<file path="src/rtl/product_accumulator_pkg.sv">
// Shared definitions for the product accumulator: FSM state encoding and
// the default product width coming from the upstream multiplier.
package product_accumulator_pkg;

  typedef enum logic {
    ACCUM = 1'b0,
    HOLD  = 1'b1
  } state_e;

  localparam int DEF_PROD_W = 8;

endpackage

</file>
<file path="src/rtl/product_accumulator.sv">
// Sums frames of COUNT products from the multiplier into a wide accumulator
// and presents each frame sum (with sticky overflow) on a valid/ready output.
module product_accumulator
  import product_accumulator_pkg::*;
#(
  parameter int PROD_W = DEF_PROD_W,
  parameter int ACC_W  = 12,
  parameter int COUNT  = 4
) (
  input  logic              clk_i,
  input  logic              rst_ni,
  input  logic              clr_i,
  input  logic              in_valid_i,
  output logic              in_ready_o,
  input  logic [PROD_W-1:0] in_prod_i,
  output logic              out_valid_o,
  input  logic              out_ready_i,
  output logic [ACC_W-1:0]  out_sum_o,
  output logic              out_ovf_o,
  output logic              busy_o
);

  localparam int CNT_W = $clog2(COUNT + 1);

  state_e             state_q, state_d;
  logic [ACC_W-1:0]   acc_q, acc_d;
  logic [CNT_W-1:0]   cnt_q, cnt_d;
  logic               ovf_q, ovf_d;
  logic [ACC_W-1:0]   sum_q, sum_d;
  logic               sumOvf_q, sumOvf_d;

  logic               accept;
  logic [ACC_W:0]     accNext;

  assign accept  = in_valid_i && (state_q == ACCUM);
  // The extra top bit of accNext is the carry out of the accumulator width.
  assign accNext = {1'b0, acc_q} + (ACC_W + 1)'(in_prod_i);

  always_comb begin
    state_d  = state_q;
    acc_d    = acc_q;
    cnt_d    = cnt_q;
    ovf_d    = ovf_q;
    sum_d    = sum_q;
    sumOvf_d = sumOvf_q;

    if (clr_i) begin
      state_d = ACCUM;
      acc_d   = '0;
      cnt_d   = '0;
      ovf_d   = 1'b0;
    end else begin
      case (state_q)
        ACCUM: begin
          if (accept) begin
            acc_d = accNext[ACC_W-1:0];
            ovf_d = ovf_q | accNext[ACC_W];
            cnt_d = cnt_q + CNT_W'(1);
            if (cnt_q == CNT_W'(COUNT - 1)) begin
              sum_d    = accNext[ACC_W-1:0];
              sumOvf_d = ovf_q | accNext[ACC_W];
              state_d  = HOLD;
            end
          end
        end
        HOLD: begin
          if (out_ready_i) begin
            acc_d   = '0;
            cnt_d   = '0;
            ovf_d   = 1'b0;
            state_d = ACCUM;
          end
        end
        default: state_d = ACCUM;
      endcase
    end
  end

  always_ff @(posedge clk_i or negedge rst_ni) begin
    if (!rst_ni) begin
      state_q  <= ACCUM;
      acc_q    <= '0;
      cnt_q    <= '0;
      ovf_q    <= 1'b0;
      sum_q    <= '0;
      sumOvf_q <= 1'b0;
    end else begin
      state_q  <= state_d;
      acc_q    <= acc_d;
      cnt_q    <= cnt_d;
      ovf_q    <= ovf_d;
      sum_q    <= sum_d;
      sumOvf_q <= sumOvf_d;
    end
  end

  // Every output comes from a register or the state, never from an input.
  assign in_ready_o  = (state_q == ACCUM);
  assign out_valid_o = (state_q == HOLD);
  assign out_sum_o   = (state_q == HOLD) ? sum_q : '0;
  assign out_ovf_o   = (state_q == HOLD) ? sumOvf_q : 1'b0;
  assign busy_o      = (cnt_q != '0) || (state_q == HOLD);

endmodule

</file>
<file path="config.mk">
export PLATFORM = sky130hd
export DESIGN_NAME = product_accumulator
export DESIGN_NICKNAME = d
export VERILOG_FILES = /design/src/rtl/product_accumulator_pkg.sv /design/src/rtl/product_accumulator.sv
export SDC_FILE = /design/constraint.sdc
export NUM_CORES = 1
export LEC_CHECK = 0
export BUFFER_PORTS_ARGS = -buffer_cell sky130_fd_sc_hd__buf_4
export CAP_MARGIN = 5
export CELL_PAD_IN_SITES_DETAIL_PLACEMENT = 2
export CELL_PAD_IN_SITES_GLOBAL_PLACEMENT = 2
export CORE_MARGIN = 1
export CORE_UTILIZATION = 25
export CTS_CLUSTER_DIAMETER = 30
export DETAILED_ROUTE_END_ITERATION = 8
export GPL_ROUTABILITY_DRIVEN = 0
export PLACE_DENSITY_LB_ADDON = 0.05
export SKIP_CTS_REPAIR_TIMING = 1
export SYNTH_ARGS = -nofsm -noshare
export SYNTH_HDL_FRONTEND = slang
export SYNTH_SLANG_ARGS = --single-unit
</file>
<file path="constraint.sdc">
create_clock -name clk_i -period 1.9 [get_ports clk_i]
set_input_delay 0.095 -clock clk_i [delete_from_list [all_inputs] [get_ports clk_i]]
set_output_delay 0.095 -clock clk_i [all_outputs]
set_load 0.01 [all_outputs]
</file>
# After elaboration in Yosys (flattened, before gate mapping)
# Cells that the tools add are included.
classes:
  mux: 19
  addsub: 2
  reduce_logical: 5
  n_bitwise: 3
  eq_ne: 3
ops:
  columns: ["op", "n"]
  rows:
  - ["12-bit 2-to-1 mux", 4]
  - ["12-bit one-hot mux with 2 select lines", 1]
  - ["12-bit by 8-bit adder with 13-bit output", 1]
  - ["3-bit 2-to-1 mux", 3]
  - ["1-bit 2-to-1 mux", 8]
  - ["3-bit one-hot mux with 2 select lines", 1]
  - ["1-bit one-hot mux with 2 select lines", 2]
  - ["4-bit AND reduction", 1]
  - ["3-bit by 1-bit adder with 3-bit output, second input constant", 1]
  - ["3-bit by 2-bit equality test with 1-bit output, second input constant", 1]
  - ["3-bit by 2-bit inequality test with 1-bit output, second input constant", 1]
  - ["3-bit inequality test, second input constant", 1]
  - ["3-bit nonzero test", 1]
  - ["1-bit NOT", 2]
  - ["2-bit AND reduction", 1]
  - ["1-bit logical AND", 1]
  - ["1-bit logical OR", 1]
  - ["1-bit bitwise OR", 1]
word_totals:
  output_inout_bits: 16
  register_bits: 30
  inputBits: 13
  elab_cells: 38

# Logic depth before layout (Yosys ltp)
# Gate-level depths: netlist (run 1).
depth:
  depth_word: 5
  ltp_mapped: 8
  mapped_depth_nobuf: 8

# Worst setup path before layout (run 1)
# Ideal clock, no wire load.
synth_timing:
  kind: "register to register"
  from: "reg acc_q[0]"
  to: "reg sum_q[10]"
  arrival_time_ns: 1.754
  required_ns: 1.770
  path_stages_with_launch: 9
  setup_ns: 0.130
  path_slack_ns: 0.017
  path_cell_list: "dfrtp_1 ha_1 inv_1 fa_1 nand4b_1 a31o_2 a21oi_2 xnor2_1 o21ai_1"
synth_between:
  elab_chain_len: 1
synth_rtl:
  columns: ["element", "line_no", "rtl"]
  rows:
  - ["start, declared", "product_accumulator.sv:26", "logic [ACC_W-1:0] acc_q, acc_d;"]
  - ["start signal, assigned", "product_accumulator.sv:82", "acc_q <= '0;"]
  - ["start signal, assigned", "product_accumulator.sv:89", "acc_q <= acc_d;"]
  - ["12-bit by 8-bit adder with 13-bit output", "product_accumulator.sv:37", "assign accNext = {1'b0, acc_q} + (ACC_W + 1)'(in_prod_i);"]
  - ["end signal, assigned", "product_accumulator.sv:92", "sum_q <= sum_d;"]
  - ["end, declared", "product_accumulator.sv:29", "logic [ACC_W-1:0] sum_q, sum_d;"]
# No other way between the ends.
# A chain may end at the register's enable or synchronous reset.

# Worst setup path after layout (run 1)
# Same ends and word-level chain as after synthesis.

==> out/metrics.cfg, run 1 <==
[run_status]
outcome = complete, no violations

[clocking]
cts-buffers-inserted = 5
ctsHtreeMaxLevel = 2
clock_insertion_delay_worst_skew_ns = 0.28
cts_tree = built
cts_root_buf = clkbuf_8
cts.clk_slew.worst_paths_ns = 0.06
cts_max_path_buffers = 2
clkSinkCount = 30

[die]
core.rowCount = 29
die-height_um = 85.32
die_width_um = 85.32
core-area_um2 = 6531
initial_core_util_pct = 26.57
top_level_ports = 29
die_area_um2 = 7279

[placement]
placement.io_buffers = 28
placement.setup.worst_slack_ns = -0.05767
hpwl_mm = 3.889
postPlaceCellArea_um2 = 2136

[setup_path]
reg2reg_slack_ns = 0.006
highest_cell_delay_on_the_worst_timing_path_ns = 0.35
r2r_start = acc_q[0]
rr_worst_depth = 8
slowest_cell_on_the_critical_path = dfrtp_1
cp_data_required_time_ns = 2.06
setup.worst_path.end = sum_q[10]
timing_worst_setup_path_type = reg2reg
end_kind = flop
cp_max_fo = 3
timing.critical_path.from = acc_q[0]
worstPathArrival_ns = 2.06
r2r-end = sum_q[10]
setup.worst_path.start_class = flop
crit_chain = ha_2, inv_2, fa_2, nand4b_1, a31o_4, a21oi_4, xnor2_1, o21ai_1

[yosys]
synth_sequential_area_ratio_pct = 43.26
synthesized_area_um2 = 1735
syn_inst = 187
synth_area_leader_cell = dfrtp_1
postSynthNetCount = 212
yosysWarningCount = 0
post-synth-top-count-cell = dfrtp_1
ys_seq_elements = 30
yosys.cell_types.count = 40
synth_enable_flop_cells = 0
synthFlopType = dfrtp_1
yosysTopAreaCellShare_pct = 43.26
synth_area_per_cell_um2 = 9.280
ys_top_cells_by_area = dfrtp_1 (43%), ha_1 (7.9%), nand2_1 (5.6%), o21ai_0 (5.5%), and2_1 (4.7%)
synth-async-reset-ratio_pct = 100.0
ys_top_cells_by_count = dfrtp_1 (30), nand2_1 (26), o21ai_0 (19), and2_1 (13)

[global_routing]
grt_usage_pct = 15.33
global_route.overflow_total = 0
first_global_vias = 1733
grt_pass1_wl_mm = 8.604
initial_antenna_violation_count = 0
pin_count_of_the_biggest_net_entering_global_routing = 31

[power_and_ir_drop]
total_leakage_power_nw = 1.075
vdd.ir_drop.worst_mv = 0.3093
p_per_area_nw_per_um2 = 756.2

[timing]
setup_repair_after_global_routing_missed_its_margin = true
layout_min_cycle_time_ns = 1.894
report.final.slew_viol_count = 0
fin_skew_ns = 0.006335
timing.final.setup_violations = 0
worst_slack_ns = 0.005992
portion_of_the_clock_cycle_consumed_by_the_worst_path_in_the_final_layout_pct = 99.68
timing_worst_slew_pin_value_ns = 0.4195
timing.max_slew.rel_slack_pct = 72.03
max_clock_freq_ghz = 0.5280
timing.setup.tns_ns = 0
timing.final.hold_violations = 0

[job]
maxCapViolCount = 0

[layout]
fillerInstances = 744
area.growth.synth_to_final_pct = 32.73
num-nets-final = 258
layout.cell_area.non_filler_um2 = 2303
num_antenna_cells = 0
finalCoreUtilization_pct = 35.27
drive_gt1_share_pct = 30.60

[routing]
post_drt_via_cell_ratio = 4.916
ant_nets = 0
total_iterations_of_the_first_detailed_routing_run = 3
remaining_drc_errors = 0
route.vias.total = 1519
drt-wirelength-per-cell_um = 16.69
dr.first_iter.drc_count = 31
drt_wl_total_mm = 5.158

[worst_hold_path]
hp-class = in2reg
timing.hold.worst_path_depth = 2

==> cell usage in the layout, fill, tap and decap left out, types with 2 or more instances in the layout <==
| master | Yosys | routed |
|---|---|---|
| buf_4 | 0 | 46 |
| dfrtp_1 | 30 | 30 |
| nand2_1 | 26 | 24 |
| and2_1 | 13 | 13 |
| o21ai_0 | 19 | 13 |
| inv_1 | 10 | 9 |
| nand3_1 | 10 | 9 |
| ha_1 | 11 | 9 |
| o21ai_1 | 1 | 7 |
| a21oi_1 | 11 | 6 |
| clkbuf_8 | 0 | 6 |
| a21oi_2 | 1 | 5 |
| a21o_1 | 4 | 4 |
| nor2_1 | 4 | 4 |
| xor2_1 | 4 | 4 |
| o31ai_1 | 3 | 3 |
| xnor2_1 | 3 | 3 |
| nor3b_1 | 3 | 3 |
| nand4b_1 | 2 | 2 |
| a211o_1 | 2 | 2 |
| a31oi_1 | 2 | 2 |
| o22ai_1 | 2 | 2 |
==> kinds of logic after synthesis <==
kind of cell	Yosys count	share of synthesized area, %
xor gates and xnor gates	7	3.533
muxes	2	1.226
and+or+nand+nor	65	19.32
DFF	30	43.26
adders and majority gates	12	9.084
buffers and inverters	18	4.110
AOI/OAI and AO/OA	53	19.47
==> worst max-delay path, delay by kind of cell (launching register included) <==
family | cells | cell delay [ns]
fa+ha+maj | 2 | 0.52
compound gates | 3 | 0.51
flops | 1 | 0.35
simple gates | 1 | 0.24
xor+xnor | 1 | 0.13
buf+inv | 1 | 0.04
==> per-stage QoR <==
step                hold slack [ns]  total power, mW  std cells
floorplan                   -0.2006            1.039        187
global placement            0.06040            1.180        301
detailed placement          0.06546            1.204        301
CTS                         -0.2318            1.727        307
global route                0.02606            1.858        309
finish                      0.02182            1.742        309
==> state kept, by name, summed over array words and instances, names as in the netlist <==
| register | count |
|---|---|
| cnt_q | 3 |
| sum_q | 12 |
| acc_q | 12 |
| out_valid_o | 1 |
| sumOvf_q | 1 |
| ovf_q | 1 |
==> metal layers <==
| metal | up-vias | global-route usage [%] | wire length, um |
|---|---|---|---|
| met4 | 0 | 4.091 | 51 |
| met5 | - | 0 | 0 |
| met2 | 23 | 26.25 | 2547 |
| met1 | 748 | 19.79 | 2413 |
| li1 | 743 | - | - |
| met3 | 5 | 3.016 | 145 |
==> report_power, final <==
| group | leakage [nW] | total (mW) | internal, mW | switching, mW |
|---|---|---|---|---|
| logic | 0.625 | 0.432 | 0.194 | 0.237 |
| registers | 0.407 | 0.793 | 0.724 | 0.0681 |
| clock network | 0.0431 | 0.518 | 0.279 | 0.239 |
| total | 1.08 | 1.74 | 1.20 | 0.544 |
==> worst min-delay path by stage <==
stage	startpoint	end
floorplan	rst_ni	acc_q[0]
global placement	rst_ni	sum_q[2]
detailed placement	rst_ni	sum_q[2]
CTS	rst_ni	acc_q[0]
global route	out_ready_i	out_valid_o
finish	out_ready_i	out_valid_o
==> final cells by class <==
| cell class | count | area [um^2] | area share [%] |
|---|---|---|---|
| well taps | 77 | 96.34 | 4.183 |
| repair buffers | 47 | 355.3 | 15.43 |
| clock buffers | 6 | 82.58 | 3.585 |
| flip-flops and latches | 30 | 750.7 | 32.59 |
| multi-input cells | 139 | 980.9 | 42.59 |
| inverters | 10 | 37.54 | 1.630 |
Power figures use the tool's default switching activity.
==> run 2, diff against run 1 <==
--- a/config.mk
+++ b/config.mk
@@ -10,11 +10,12 @@
 export CELL_PAD_IN_SITES_DETAIL_PLACEMENT = 2
 export CELL_PAD_IN_SITES_GLOBAL_PLACEMENT = 2
 export CORE_MARGIN = 1
-export CORE_UTILIZATION = 25
+export CORE_UTILIZATION = 37
 export CTS_CLUSTER_DIAMETER = 30
 export DETAILED_ROUTE_END_ITERATION = 8
 export GPL_ROUTABILITY_DRIVEN = 0
 export PLACE_DENSITY_LB_ADDON = 0.05
+export SETUP_SLACK_MARGIN = 0.05
 export SKIP_CTS_REPAIR_TIMING = 1
 export SYNTH_ARGS = -nofsm -noshare
 export SYNTH_HDL_FRONTEND = slang
==> constraint.sdc (replaced) <==
create_clock -name clk_i -period 2.4 [get_ports clk_i]
set_input_delay 0.12 -clock clk_i [delete_from_list [all_inputs] [get_ports clk_i]]
set_output_delay 0.12 -clock clk_i [all_outputs]
set_load 0.01 [all_outputs]
==> out/metrics.cfg, run 2 (same netlist as run 1, synthesis figures left out) <==
[run_status]
outcome = finished with violations  ; was complete, no violations
violations_in_the_final_reports = design-rule violations

[placement]
place.detailed.instances = 264  ; was 301
hpwl_mm = 3.684  ; was 3.889 mm
postPlaceCellArea_um2 = 2014  ; was 2136 um^2
placement.setup.worst_slack_ns = 0.3042  ; was -0.05767 ns
placement.io_buffers = 28  ; unchanged

[setup_path]
timing_worst_setup_path_type = reg2reg  ; unchanged
cp_data_required_time_ns = 2.56  ; was 2.06 ns
setup.worst_path.start_class = flop  ; unchanged
r2r-end = sum_q[10]  ; unchanged
reg2reg_slack_ns = 0.30  ; was 0.006 ns
worstPathArrival_ns = 2.25  ; was 2.06 ns
end_kind = flop  ; unchanged
r2r_start = acc_q[0]  ; unchanged
cp_max_fo = 3  ; unchanged
rr_worst_depth = 8  ; unchanged

[timing]
worst_slack_ns = 0.3042  ; was 0.005992 ns
timing.max_slew.rel_slack_pct = 64.07  ; was 72.03%
timing.final.hold_violations = 0  ; unchanged
timing.final.setup_violations = 0  ; unchanged
fin_hold_ws_ns = 0.02278  ; was 0.02182 ns
portion_of_the_clock_cycle_consumed_by_the_worst_path_in_the_final_layout_pct = 87.32  ; was 99.68%
fin_skew_ns = 0.003252  ; was 0.006335 ns
setup_repair_after_global_routing_missed_its_margin = false  ; was true
timing.setup.tns_ns = 0  ; unchanged
timing_worst_slew_pin_value_ns = 0.5377  ; was 0.4195 ns
layout_min_cycle_time_ns = 2.096  ; was 1.894 ns
report.final.slew_viol_count = 0  ; unchanged
max_clock_freq_ghz = 0.4771  ; was 0.5280 GHz

[layout]
num-nets-final = 245  ; was 258
layout_common_cells = buf_4 (33), dfrtp_1 (30), nand2_1 (26), o21ai_0 (19), and2_1 (13)  ; was buf_4 (46), dfrtp_1 (30), nand2_1 (24), and2_1 (13), o21ai_0 (13)
layoutNonFillerInstCount = 273  ; was 309
layout.cells.most_common = buf_4  ; unchanged
largestRegisters = acc_q: 12 flops, sum_q: 12 flops, cnt_q: 3 flops  ; unchanged
num_antenna_cells = 0  ; unchanged
layout.cell_area.non_filler_um2 = 2116  ; was 2303 um^2
drive_gt1_share_pct = 21.27  ; was 30.60%
area.growth.synth_to_final_pct = 21.92  ; was 32.73%

[clocking]
clkSinkCount = 30  ; unchanged
cts_tree = built  ; unchanged
cts-buffers-inserted = 5  ; unchanged
cts.clk_slew.worst_paths_ns = 0.07  ; was 0.06 ns
ctsHtreeMaxLevel = 2  ; unchanged
cts_root_buf = clkbuf_8  ; unchanged
cts_max_path_buffers = 2  ; unchanged
clock_insertion_delay_worst_skew_ns = 0.29  ; was 0.28 ns

[power_and_ir_drop]
p_switching_mw = 0.4338  ; was 0.5439 mW
power.sequential.fraction_pct = 46.1  ; was 45.5%
total_leakage_power_nw = 1.019  ; was 1.075 nW
p_per_area_nw_per_um2 = 644.5  ; was 756.2 nW/um^2
pwr-share-comb_pct = 21.9  ; was 24.8%
vdd.ir_drop.worst_mv = 0.2358  ; was 0.3093 mV
cellInternalPower_mw = 0.9299  ; was 1.198 mW
power.share.switching_pct = 31.81  ; was 31.22%
pwr-share-clk_pct = 32.1  ; was 29.7%

[job]
maxCapViolCount = 0  ; unchanged

[global_routing]
pin_count_of_the_biggest_net_entering_global_routing = 31  ; unchanged
grt_pass1_wl_mm = 8.707  ; was 8.604 mm
first_global_vias = 1750  ; was 1733
initial_antenna_violation_count = 0  ; unchanged
global_route.overflow_total = 0  ; unchanged
grt_usage_pct = 23.17  ; was 15.33%

[die]
die-height_um = 70.49  ; was 85.32 um
core-area_um2 = 4444  ; was 6531 um^2
initial_core_util_pct = 39.05  ; was 26.57%
top_level_ports = 29  ; unchanged
die_area_um2 = 4968  ; was 7279 um^2
core.rowCount = 24  ; was 29
die_width_um = 70.49  ; was 85.32 um

[routing]
post_drt_via_cell_ratio = 5.476  ; was 4.916
ant_nets = 0  ; unchanged
remaining_drc_errors = 10  ; was 0
total_iterations_of_the_first_detailed_routing_run = 6  ; was 3
route.vias.total = 1495  ; was 1519
drt_wl_total_mm = 5.083  ; was 5.158 mm
drt-wirelength-per-cell_um = 18.62  ; was 16.69 um
dr.first_iter.drc_count = 73  ; was 31

[worst_hold_path]
min-delay-start = out_ready_i  ; unchanged
hp-class = in2reg  ; unchanged
holdPathEnd = out_valid_o  ; unchanged
timing.hold.worst_path_depth = 2  ; unchanged

[run 2: cell count changes in the layout (fill, tap and decap cells not counted), moves of 2 or more]
cell	previous run	this run
a21oi_1	6	11
a21oi_2	5	1
buf_4	46	33
ha_1	9	11
nand2_1	24	26
o21ai_0	13	19
o21ai_1	7	1
[run 2: stage by stage]
step           util [%]  power, mW
4_1_cts           47.38      1.380
6_report          47.61      1.364
5_1_grt           47.61      1.444
3_5_place_dp      45.33     0.9329
2_1_floorplan         -     0.8228
3_3_place_gp      45.33     0.9085
[run 2: worst max path at each step]
stage	slack [ns]	start	cells after the start	to
3_3_place_gp	0.43	acc_q[0]	8	sum_q[10]
2_1_floorplan	0.52	acc_q[0]	8	sum_q[10]
5_1_grt	0.16	acc_q[0]	8	sum_q[10]
3_5_place_dp	0.30	acc_q[0]	8	sum_q[10]
6_report	0.30	acc_q[0]	8	sum_q[10]
4_1_cts	0.28	acc_q[0]	8	sum_q[10]
[run 2: cell type report]
class | instances | area (um^2)
repair buffers | 34 | 257.7
clock buffers | 7 | 86.33
clock inverters | 1 | 5.005
well taps | 52 | 65.06
inverters | 10 | 37.54
flip-flops and latches | 30 | 750.7
fillers | 506 | 2328
multi-input cells | 139 | 913.4
[run 2: worst max-delay path, stage by stage, from the launching register on]
cell and delay [ns]:
dfrtp_1 0.37, ha_1 0.18, inv_1 0.06, fa_1 0.41, nand4b_1 0.22, a31o_2 0.30, a21oi_2 0.21, xnor2_1 0.15
o21ai_1 0.07
[run 2: metal layers]
| metal | GRT usage (%) | up-vias | share of wire [%] |
|---|---|---|---|
| li1 | - | 718 | - |
| met1 | 29.10 | 738 | 44 |
| met2 | 39.81 | 34 | 51 |
| met3 | 4.906 | 5 | 3.9 |
| met4 | 6.803 | 0 | 0.87 |
| met5 | 0 | - | 0 |
[run 2: power by group through the flow]
| stage | Combinational [mW] | Sequential [mW] | Clock [mW] |
|---|---|---|---|
| global placement | 0.278 | 0.630 | 0 |
| finish | 0.298 | 0.628 | 0.438 |
| floorplan | 0.217 | 0.605 | 0 |
| detailed placement | 0.295 | 0.637 | 0 |
| global route | 0.337 | 0.639 | 0.467 |
| CTS | 0.300 | 0.630 | 0.451 |
==> run 3, diff against run 2 <==
--- a/config.mk
+++ b/config.mk
@@ -10,7 +10,8 @@
 export CELL_PAD_IN_SITES_DETAIL_PLACEMENT = 2
 export CELL_PAD_IN_SITES_GLOBAL_PLACEMENT = 2
 export CORE_MARGIN = 1
-export CORE_UTILIZATION = 37
+export CORE_UTILIZATION = 38
+export CTS_BUF_LIST = sky130_fd_sc_hd__clkbuf_4
 export CTS_CLUSTER_DIAMETER = 30
 export DETAILED_ROUTE_END_ITERATION = 8
 export GPL_ROUTABILITY_DRIVEN = 0
==> out/metrics.cfg, run 3 (same netlist as run 1, synthesis figures left out) <==
[run_status]
outcome = complete, no violations  ; was finished with violations

[layout]
drive_gt1_share_pct = 20.36  ; was 21.27%
layout.cells.most_common = buf_4  ; unchanged
area.growth.synth_to_final_pct = 20.19  ; was 21.92%
num_antenna_cells = 0  ; unchanged
layout_common_cells = buf_4 (33), dfrtp_1 (30), nand2_1 (26), o21ai_0 (19), and2_1 (13)  ; unchanged
finalCoreUtilization_pct = 47.57  ; was 47.61%
largestRegisters = acc_q: 12 flops, sum_q: 12 flops, cnt_q: 3 flops  ; unchanged
num-nets-final = 247  ; was 245

[routing]
ant_nets = 0  ; unchanged
route.vias.total = 1519  ; was 1495
dr.first_iter.drc_count = 44  ; was 73
drt_wl_total_mm = 4.984  ; was 5.083 mm
post_drt_via_cell_ratio = 5.564  ; was 5.476
remaining_drc_errors = 0  ; was 10
drt-wirelength-per-cell_um = 18.26  ; was 18.62 um
total_iterations_of_the_first_detailed_routing_run = 4  ; was 6

[clocking]
clkSinkCount = 30  ; unchanged
cts_root_buf = clkbuf_4  ; was clkbuf_8
cts_tree = built  ; unchanged
cts-buffers-inserted = 5  ; unchanged
cts.clk_slew.worst_paths_ns = 0.08  ; was 0.07 ns
ctsHtreeMaxLevel = 2  ; unchanged
cts_max_path_buffers = 2  ; unchanged
clock_insertion_delay_worst_skew_ns = 0.33  ; was 0.29 ns

[timing]
setup_repair_after_global_routing_missed_its_margin = false  ; unchanged
timing.final.hold_violations = 0  ; unchanged
report.final.slew_viol_count = 0  ; unchanged
timing.final.setup_violations = 0  ; unchanged
timing.max_slew.rel_slack_pct = 57.72  ; was 64.07%
layout_min_cycle_time_ns = 2.078  ; was 2.096 ns
max_clock_freq_ghz = 0.4813  ; was 0.4771 GHz
fin_skew_ns = 0.01347  ; was 0.003252 ns
portion_of_the_clock_cycle_consumed_by_the_worst_path_in_the_final_layout_pct = 86.56  ; was 87.32%
timing.setup.tns_ns = 0  ; unchanged
timing_worst_slew_pin_value_ns = 0.6342  ; was 0.5377 ns

[job]
maxCapViolCount = 0  ; unchanged

[global_routing]
initial_antenna_violation_count = 0  ; unchanged
grt_util_met3_pct = 4.942  ; was 4.906%
global_route.overflow_total = 0  ; unchanged
pin_count_of_the_biggest_net_entering_global_routing = 31  ; unchanged
grt-busiest-layer = met2  ; unchanged
first_global_vias = 1707  ; was 1750
gr-usage-met2_pct = 40.67  ; was 39.81%
grt_usage_pct = 22.69  ; was 23.17%
groute.layer.met1.usage_pct = 28.07  ; was 29.10%
grt_pass1_wl_mm = 8.597  ; was 8.707 mm

[power_and_ir_drop]
p_per_area_nw_per_um2 = 574.4  ; was 644.5 nW/um^2
total_leakage_power_nw = 1.006  ; was 1.019 nW
totalPowerFinal_mw = 1.198  ; was 1.364 mW
vdd.ir_drop.worst_mv = 0.2657  ; was 0.2358 mV

[die]
die_area_um2 = 4841  ; was 4968 um^2
initial_core_util_pct = 39.58  ; was 39.05%
die-height_um = 69.58  ; was 70.49 um
top_level_ports = 29  ; unchanged
die_width_um = 69.58  ; was 70.49 um
core-area_um2 = 4384  ; was 4444 um^2
core.rowCount = 24  ; unchanged

[placement]
hpwl_mm = 3.677  ; was 3.684 mm
placement.io_buffers = 28  ; unchanged

[setup_path]
timing_worst_setup_path_type = reg2reg  ; unchanged
worstPathArrival_ns = 2.34  ; was 2.25 ns
setup.worst_path.start_class = flop  ; unchanged
cp_data_required_time_ns = 2.66  ; was 2.56 ns
end_kind = flop  ; unchanged
cp_max_fo = 12  ; was 3

[worst_hold_path]
hp-class = in2reg  ; unchanged

-- run 3: changes by cell type in the layout (fill, tap and decap cells not counted) --
cell,delta
clkinv_1,+1
clkbuf_1,-1
clkbuf_8,-6
dlygate4sd3_1,+2
clkinv_2,-1
clkbuf_4,+5
-- run 3: final timing paths --
check,from,endpoint,slack (ns),cells past startpoint
hold / removal,in_prod_i[0],acc_q[0],0.19,3
setup reg to reg,out_valid_o,out_valid_o,0.32,5
min in group asynchronous,rst_ni,acc_q[8],0.28,2
max in group asynchronous,rst_ni,acc_q[0],1.83,2
setup / recovery,out_valid_o,out_valid_o,0.32,5
hold reg to reg,sum_q[5],sum_q[5],0.49,2
-- run 3: per-stage QoR --
stage	cells	hold WS, ns	worst slack, ns	cell area, um^2
4_1_cts	270	-0.2867	0.3616	2056
3_3_place_gp	264	0.07915	0.4346	2014
5_1_grt	273	0.1810	0.2148	2086
3_5_place_dp	264	0.08495	0.3707	2014
2_1_floorplan	187	-0.1756	0.5165	1735
6_report	273	0.1932	0.3225	2086
-- run 3: per-layer routing --
| layer | vias to the layer above | share of wire (%) |
|---|---|---|
| met5 | - | 0 |
| met4 | 0 | 0.76 |
| met3 | 4 | 2.9 |
| met2 | 30 | 52 |
| met1 | 760 | 44 |
| li1 | 725 | - |
-- run 3: layout make-up --
type                            count  area [um^2]
Tap cell                           52        65.06
Timing Repair Buffer               36        277.8
Clock inverter                      1        3.754
Inverter                           10        37.54
Clock buffer                        5        37.54
Fill cell                         491         2298
Sequential cell                    30        750.7
Multi-Input combinational cell    139        913.4
-- run 3: critical path: stages, from the launching register on --
cell,delay (ns)
dfrtp_1,0.53
nor3b_2,0.23
buf_4,0.22
nand2_1,0.28
o31ai_1,0.16
dlygate4sd3_1,0.59
-- run 3: report_power, final --
group	leakage, nW	switching (mW)	internal [mW]
Sequential	0.407	0.0555	0.573
Clock	0.0246	0.172	0.0999
Combinational	0.575	0.172	0.125
Total	1.01	0.400	0.798
